### src/rtl/pc_seq_pkg.sv
// Shared types and constants for the PC sequencer.
// The optional return-address stack is enabled by the PC_SEQ_RAS_EN macro.
package pc_seq_pkg;

  typedef enum logic [1:0] {
    ST_BOOT = 2'd0,
    ST_RUN  = 2'd1,
    ST_TRAP = 2'd2,
    ST_HALT = 2'd3
  } state_e;

  localparam logic [31:0] RESET_VEC_DEF = 32'h0000_0000;
  localparam logic [31:0] EXC_VEC_DEF   = 32'h0000_0180;
  localparam int          RAS_DEPTH     = 4;

  // Instruction fetch addresses are always word aligned.
  function automatic logic [31:0] word_align(input logic [31:0] a);
    return {a[31:2], 2'b00};
  endfunction

endpackage

### src/rtl/pc_seq_ras.sv
// Circular return-address stack; a push into a full stack overwrites the oldest entry.
// A simultaneous pop and push replaces the top entry in place.
module pc_seq_ras
  import pc_seq_pkg::*;
#(
  parameter int DATA_W = 32
) (
  input  logic              clk,
  input  logic              rst,
  input  logic              i_push,
  input  logic              i_pop,
  input  logic [DATA_W-1:0] i_data,
  output logic [DATA_W-1:0] o_top,
  output logic              o_empty
);

  localparam int                PTR_W    = $clog2(RAS_DEPTH);
  localparam logic [PTR_W:0]    CNT_FULL = (PTR_W + 1)'(RAS_DEPTH);

  logic [DATA_W-1:0] r_mem [RAS_DEPTH];
  logic [PTR_W-1:0]  r_sp;
  logic [PTR_W:0]    r_cnt;
  logic [PTR_W-1:0]  w_top_idx;
  logic              w_pop_ok;

  assign w_top_idx = r_sp - 1'b1;
  assign w_pop_ok  = i_pop & (r_cnt != '0);
  assign o_top     = r_mem[w_top_idx];
  assign o_empty   = (r_cnt == '0);

  always_ff @(posedge clk or posedge rst) begin
    if (rst) begin
      r_sp  <= '0;
      r_cnt <= '0;
    end else if (w_pop_ok && !i_push) begin
      r_sp  <= r_sp - 1'b1;
      r_cnt <= r_cnt - 1'b1;
    end else if (i_push && !w_pop_ok) begin
      r_sp <= r_sp + 1'b1;
      if (r_cnt != CNT_FULL) r_cnt <= r_cnt + 1'b1;
    end
  end

  always_ff @(posedge clk) begin
    if (i_push) r_mem[w_pop_ok ? w_top_idx : r_sp] <= i_data;
  end

endmodule

### src/rtl/pc_sequencer.sv
// Fetch PC sequencer: BOOT/RUN/TRAP/HALT FSM with prioritised redirects and exception entry.
// Define PC_SEQ_RAS_EN to compile in the return-address stack for call/return prediction.
module pc_sequencer
  import pc_seq_pkg::*;
#(
  parameter logic [31:0] RESET_VEC = RESET_VEC_DEF,
  parameter logic [31:0] EXC_VEC   = EXC_VEC_DEF
) (
  input  logic        clk,
  input  logic        rst,
  input  logic        stall_i,
  input  logic        br_taken_i,
  input  logic [31:0] br_target_i,
  input  logic        jmp_i,
  input  logic [31:0] jmp_target_i,
  input  logic        jr_i,
  input  logic [31:0] jr_target_i,
  input  logic        call_i,
  input  logic        ret_i,
  input  logic        exc_i,
  input  logic        eret_i,
  input  logic        halt_i,
  output logic [31:0] pc_o,
  output logic        pc_valid_o,
  output logic [31:0] epc_o,
  output logic [1:0]  state_o
);

  state_e      r_state;
  logic [31:0] r_pc;
  logic [31:0] r_epc;
  logic        r_pc_valid;

  logic        w_accept;
  logic        w_take_jr;
  logic [31:0] w_pc_inc;
  logic [31:0] w_jr_dest;
  logic [31:0] w_pc_next;

  // A redirect is only accepted while running and nothing higher (exception, halt, stall) wins.
  assign w_accept  = (r_state == ST_RUN) & ~exc_i & ~halt_i & ~stall_i;
  assign w_take_jr = w_accept & ~eret_i & jr_i;
  assign w_pc_inc  = word_align(r_pc + 32'd4);

`ifdef PC_SEQ_RAS_EN
  logic        w_ras_push;
  logic        w_ras_pop;
  logic [31:0] w_ras_top;
  logic        w_ras_empty;

  assign w_ras_push = w_accept & call_i;
  assign w_ras_pop  = w_take_jr & ret_i;

  pc_seq_ras #(.DATA_W(32)) u_ras (
    .clk     (clk),
    .rst     (rst),
    .i_push  (w_ras_push),
    .i_pop   (w_ras_pop),
    .i_data  (w_pc_inc),
    .o_top   (w_ras_top),
    .o_empty (w_ras_empty)
  );

  assign w_jr_dest = (w_ras_pop && !w_ras_empty) ? w_ras_top : jr_target_i;
`else
  logic w_unused_link;
  assign w_unused_link = call_i ^ ret_i;
  assign w_jr_dest     = jr_target_i;
`endif

  always_comb begin
    w_pc_next = w_pc_inc;
    if (eret_i)          w_pc_next = r_epc;
    else if (w_take_jr)  w_pc_next = word_align(w_jr_dest);
    else if (jmp_i)      w_pc_next = word_align(jmp_target_i);
    else if (br_taken_i) w_pc_next = word_align(br_target_i);
  end

  always_ff @(posedge clk or posedge rst) begin
    if (rst) begin
      r_state    <= ST_BOOT;
      r_pc       <= RESET_VEC;
      r_epc      <= '0;
      r_pc_valid <= 1'b0;
    end else begin
      case (r_state)
        ST_BOOT, ST_TRAP: begin
          r_state    <= ST_RUN;
          r_pc_valid <= 1'b1;
        end
        ST_RUN: begin
          if (exc_i) begin
            r_epc      <= r_pc;
            r_pc       <= EXC_VEC;
            r_state    <= ST_TRAP;
            r_pc_valid <= 1'b0;
          end else if (halt_i) begin
            r_state    <= ST_HALT;
            r_pc_valid <= 1'b0;
          end else if (w_accept) begin
            r_pc <= w_pc_next;
          end
        end
        ST_HALT: begin
          if (exc_i) begin
            r_epc      <= r_pc;
            r_pc       <= EXC_VEC;
            r_state    <= ST_TRAP;
            r_pc_valid <= 1'b0;
          end
        end
        default: begin
          r_state    <= ST_BOOT;
          r_pc_valid <= 1'b0;
        end
      endcase
    end
  end

  assign pc_o       = r_pc;
  assign pc_valid_o = r_pc_valid;
  assign epc_o      = r_epc;
  assign state_o    = r_state;

endmodule

### config.mk
export PLATFORM = sky130hd
export DESIGN_NAME = pc_sequencer
export DESIGN_NICKNAME = d
export VERILOG_FILES = /design/src/rtl/pc_seq_pkg.sv /design/src/rtl/pc_seq_ras.sv /design/src/rtl/pc_sequencer.sv
export SDC_FILE = /design/constraint.sdc
export NUM_CORES = 1
export LEC_CHECK = 0
export BUFFER_PORTS_ARGS = -buffer_cell sky130_fd_sc_hd__buf_2
export CORE_ASPECT_RATIO = 1.4
export CORE_MARGIN = 2
export CORE_UTILIZATION = 42
export CTS_CLUSTER_DIAMETER = 30
export DETAILED_ROUTE_END_ITERATION = 6
export PLACE_DENSITY = 0.71
export SLEW_MARGIN = 10
export SYNTH_ARGS = -nofsm -noshare
export SYNTH_HDL_FRONTEND = slang
export SYNTH_SLANG_ARGS = --single-unit
### constraint.sdc
create_clock -name clk -period 2.39 [get_ports clk]
set_clock_uncertainty 0.1 [all_clocks]
set_input_delay 0.478 -clock clk [delete_from_list [all_inputs] [get_ports clk]]
set_output_delay 0.478 -clock clk [all_outputs]
set_load 0.02 [all_outputs]
==> results by group <==
Outcome
  – Status: finished, final reports clean

Placed design
  – PortBufs: 165
  – Gpl congestion: 0.936
  – Placed cell areas: 0.00554 mm2
  – Post-DP HPWL: 12,400 um
  – Post-Place Setup Slack: approximately 0.16 ns
  – Inst Count DP: 804

Setup path
  – Kind of critical path: reg2reg
  – Cell mode on critical path: nand3_1
  – Crit path largest cell delay: 0.54 ns
  – RR Endpoint: pc_o[27]
  – CP endpoint kind: flop
  – Reg2Reg Setup Slack: 0.14 ns
  – R2R depth: 5
  – Slowest CP cell: or4_4
  – Arrival time at the worst endpoint: 2.41 ns
  – Worst Setup Start Kind: flop
  – Crit Path Max Fanout: 8
  – Req. time, crit path: roughly 2.6 ns
  – Worst-path cell chain: nand3_1 -> or2_4 -> or4_4 -> or3b_1 -> nand3_1
  – R2R Path Start: pc_o[2]

Synthesis
  – Syn nets: between 600 and 700
  – Synth Flop Type: dfrtp_1
  – Syn Std Cell Area: about 0.0043 mm2
  – Cell taking the most area after synthesis: dfrtp_1
  – Area contributors post-synth: dfrtp_1, mux2_2, nand2_1, o21ai_0, a21oi_1
  – Synth Instances: 496
  – Syn_area_per_cell: 8.75 um2
  – Post-synth cell types: 61
  – Async S/R FF share, synth: 100%
  – Post-synth EDFFs: 0
  – Sequential element share of the synthesized area: about two fifths
  – Synth top area share: 38.7%
  – Yosys warns: 0
  – Flops & latches, synth: 67

Timing
  – Max Freq: 445 MHz
  – Final worst-path cycle share: 94.0%
  – Final Hold Vio Count: 0
  – Count of pins over their slew limit: 0
  – Unrepaired setup endpoints after global routing: false
  – Minimum clock period: 2.25 ns
  – Final setup viols: 0
  – Worst Tran Pin Value: 0.561 ns
  – Setup total negative slack: 0 ns
  – Worst setup margin: 0.144 ns
  – Relative slew slack: 62.2%

Floorplan
  – Core area: 0.0100 mm2
  – DIE HEIGHT: between 100 and 150 um
  – Initial core utilization: about 43%
  – Die Area: 0.0112 mm2
  – Row count: between 40 and 50
  – Ports: 174
  – Die W: 89.9 um

Pwr
  – Leakage: 2.80 nW
  – Net Sw Power: 960 uW
  – Design Power: 3.18 mW
  – Pwr per Cell Area: 545 mW/mm2
  – Power share of the sequential group: 40.0%
  – VDD IR-drop max: 0.391 mV
  – Logic gate share of total power: 20.7%
  – Power share of the clock group: between 30% and 40%
  – Pint: 2.22 mW
  – Switching power share of the total: 30.2%

Drt
  – Routed wire length: 16,600 um
  – DRC viols: 0
  – Via count: 5,031
  – WL per Instance: ~20 um
  – Routed Antenna Nets: 0
  – Vias per inst: 6.12
  – Detailed Routing Iterations Pass 1: 5
  – Iteration-0 DRC Markers: between 400 and 500

Clock network
  – CTS root buf: clkbuf_16
  – CTS H-tree lvls: 3
  – Reg clk slew, reported paths: roughly 0.05 ns
  – Max clock buf depth: 2
  – Num CTS Buffers: 9
  – Clk sinks: 67
  – CTS tree: yes
  – Skew-Pair Late Insertion Delay: 0.34 ns

Global routing
  – GR Overflow Total: 0
  – Initial antenna violation count: 0
  – Largest net degree at the start of global routing: 45
  – First-pass GRT wire length: about 26,000 um
  – Vias in the first global route: 4,935
  – Gr usage total: 29.2%

Final layout
  – Flip-flop and latch area: 0.00168 mm2
  – Design area: 0.00583 mm2
  – Final nets: a little under 800
  – Area Growth Syn to Fin: 34.5%
  – Leading cell type in the layout, fill and taps excluded: buf_2
  – Antenna cells: 0
  – Share of cells above drive strength 1: 37.4%
  – Area of the multi-input gates: 0.00248 mm2
  – Post-route insts no fill: 822
  – Most frequent cells in the layout: buf_2, dfrtp_1, nand2_1
  – Layout fillers: 943

Min path
  – Hold_sp: halt_i
  – WHS Path Cells: 2
  – Worst Hold End: state_o[1]
  – Worst Hold Class: in2reg

Flow run
  – Max capacitance violation total: 0
## sequential cells by signal, indices dropped and copies added (netlist names)
register	count
state_o	2
pc_valid_o	1
epc_o	32
pc_o	32
## routing by layer
metal	wire, um	track usage [%]	up-vias
li1	-	-	2284
met1	6390	35.4	2426
met2	8260	49.9	272
met3	1360	6.24	49
met4	589	12.7	0
met5	0	0	-
## cells in the mapped netlist, types with 3 or more instances
cell / count
o311ai_0: 6
nor3_1: 10
o22ai_1: 12
o221ai_1: 11
mux2_2: 27
a22o_1: 4
nor2_1: 26
nand3_1: 20
nor4_1: 7
a221o_1: 5
nand2_1: 59
nor2b_1: 5
a21oi_1: 20
buf_1: 7
a31oi_1: 14
or4_1: 5
and3_1: 5
xnor2_1: 5
o21ai_0: 27
o31ai_1: 4
nand4_1: 12
dfrtp_1: 67
clkbuf_1: 26
a21o_1: 5
o2bb2ai_1: 3
and4_1: 3
nand2b_1: 8
o31a_1: 3
a211o_1: 4
xor2_1: 3
a221oi_1: 6
a211oi_1: 12
a22oi_1: 7
inv_1: 13
and2_1: 5
o211ai_1: 8
## power groups by stage
stage	Combinational, mW	Sequential (mW)	Clock (mW)
finish	0.657	1.27	1.25
global route	0.706	1.28	1.30
CTS	0.652	1.27	1.26
detailed placement	0.649	1.29	0
global placement	0.642	1.29	0
floorplan	0.276	1.35	0
## what timing repair did
| item | 4_1_cts | 5_1_grt |
|---|---|---|
| hold buffers | 1 | 0 |
| gates resized for setup | 0 | 1 |
| endpoints found under the setup margin | 0 | 3 |
| buffers inserted | 0 | 1 |
| hold endpoints to repair | 4 | 0 |
## worst max-delay path, delay by kind of cell, from the launching register on
family           cells  cell delay [ns]
and+or+nand+nor      5             1.57
DFF                  1             0.51
## how the worst max path moves through the flow
stage,slack (ns),start,end
2_1_floorplan,0.13,rst,epc_o[0]
3_3_place_gp,0.19,pc_o[2],pc_o[29]
3_5_place_dp,0.16,pc_o[2],pc_o[26]
4_1_cts,0.15,pc_o[2],pc_o[27]
5_1_grt,0.02,pc_o[2],pc_o[29]
6_report,0.14,pc_o[2],pc_o[27]
## cell families (layout without fill, tap and decap cells)
logic type / count (synthesis) / after routing / share of synthesized area [%]
AND/OR/NAND/NOR: 177 / 177 / 20.9
flip-flops: 67 / 67 / 38.7
AO/OA/AOI/OAI: 165 / 165 / 26.7
buffers and inverters: 49 / 240 / 4.30
adder cells (fa/ha/maj): 1 / 1 / 0.288
multiplexers: 29 / 29 / 7.47
XOR/XNOR: 8 / 8 / 1.62
## through the flow
| stage | hold WS, ns | utilization [%] |
|---|---|---|
| 2_1_floorplan | 0.503 | - |
| 3_3_place_gp | 0.268 | 55.3 |
| 3_5_place_dp | 0.275 | 55.3 |
| 4_1_cts | 0.292 | 58.2 |
| 5_1_grt | 0.306 | 58.3 |
| 6_report | 0.293 | 58.3 |
## cell type report
type                            count  area share (%)
Multi-Input combinational cell    380            42.6
Clock buffer                       14            4.52
Timing Repair Buffer              210            20.2
Inverter                           14           0.901
Clock inverter                      2           0.172
Tap cell                          135            2.90
Sequential cell                    67            28.7
Note: power is estimated with default switching activity, not from simulation.
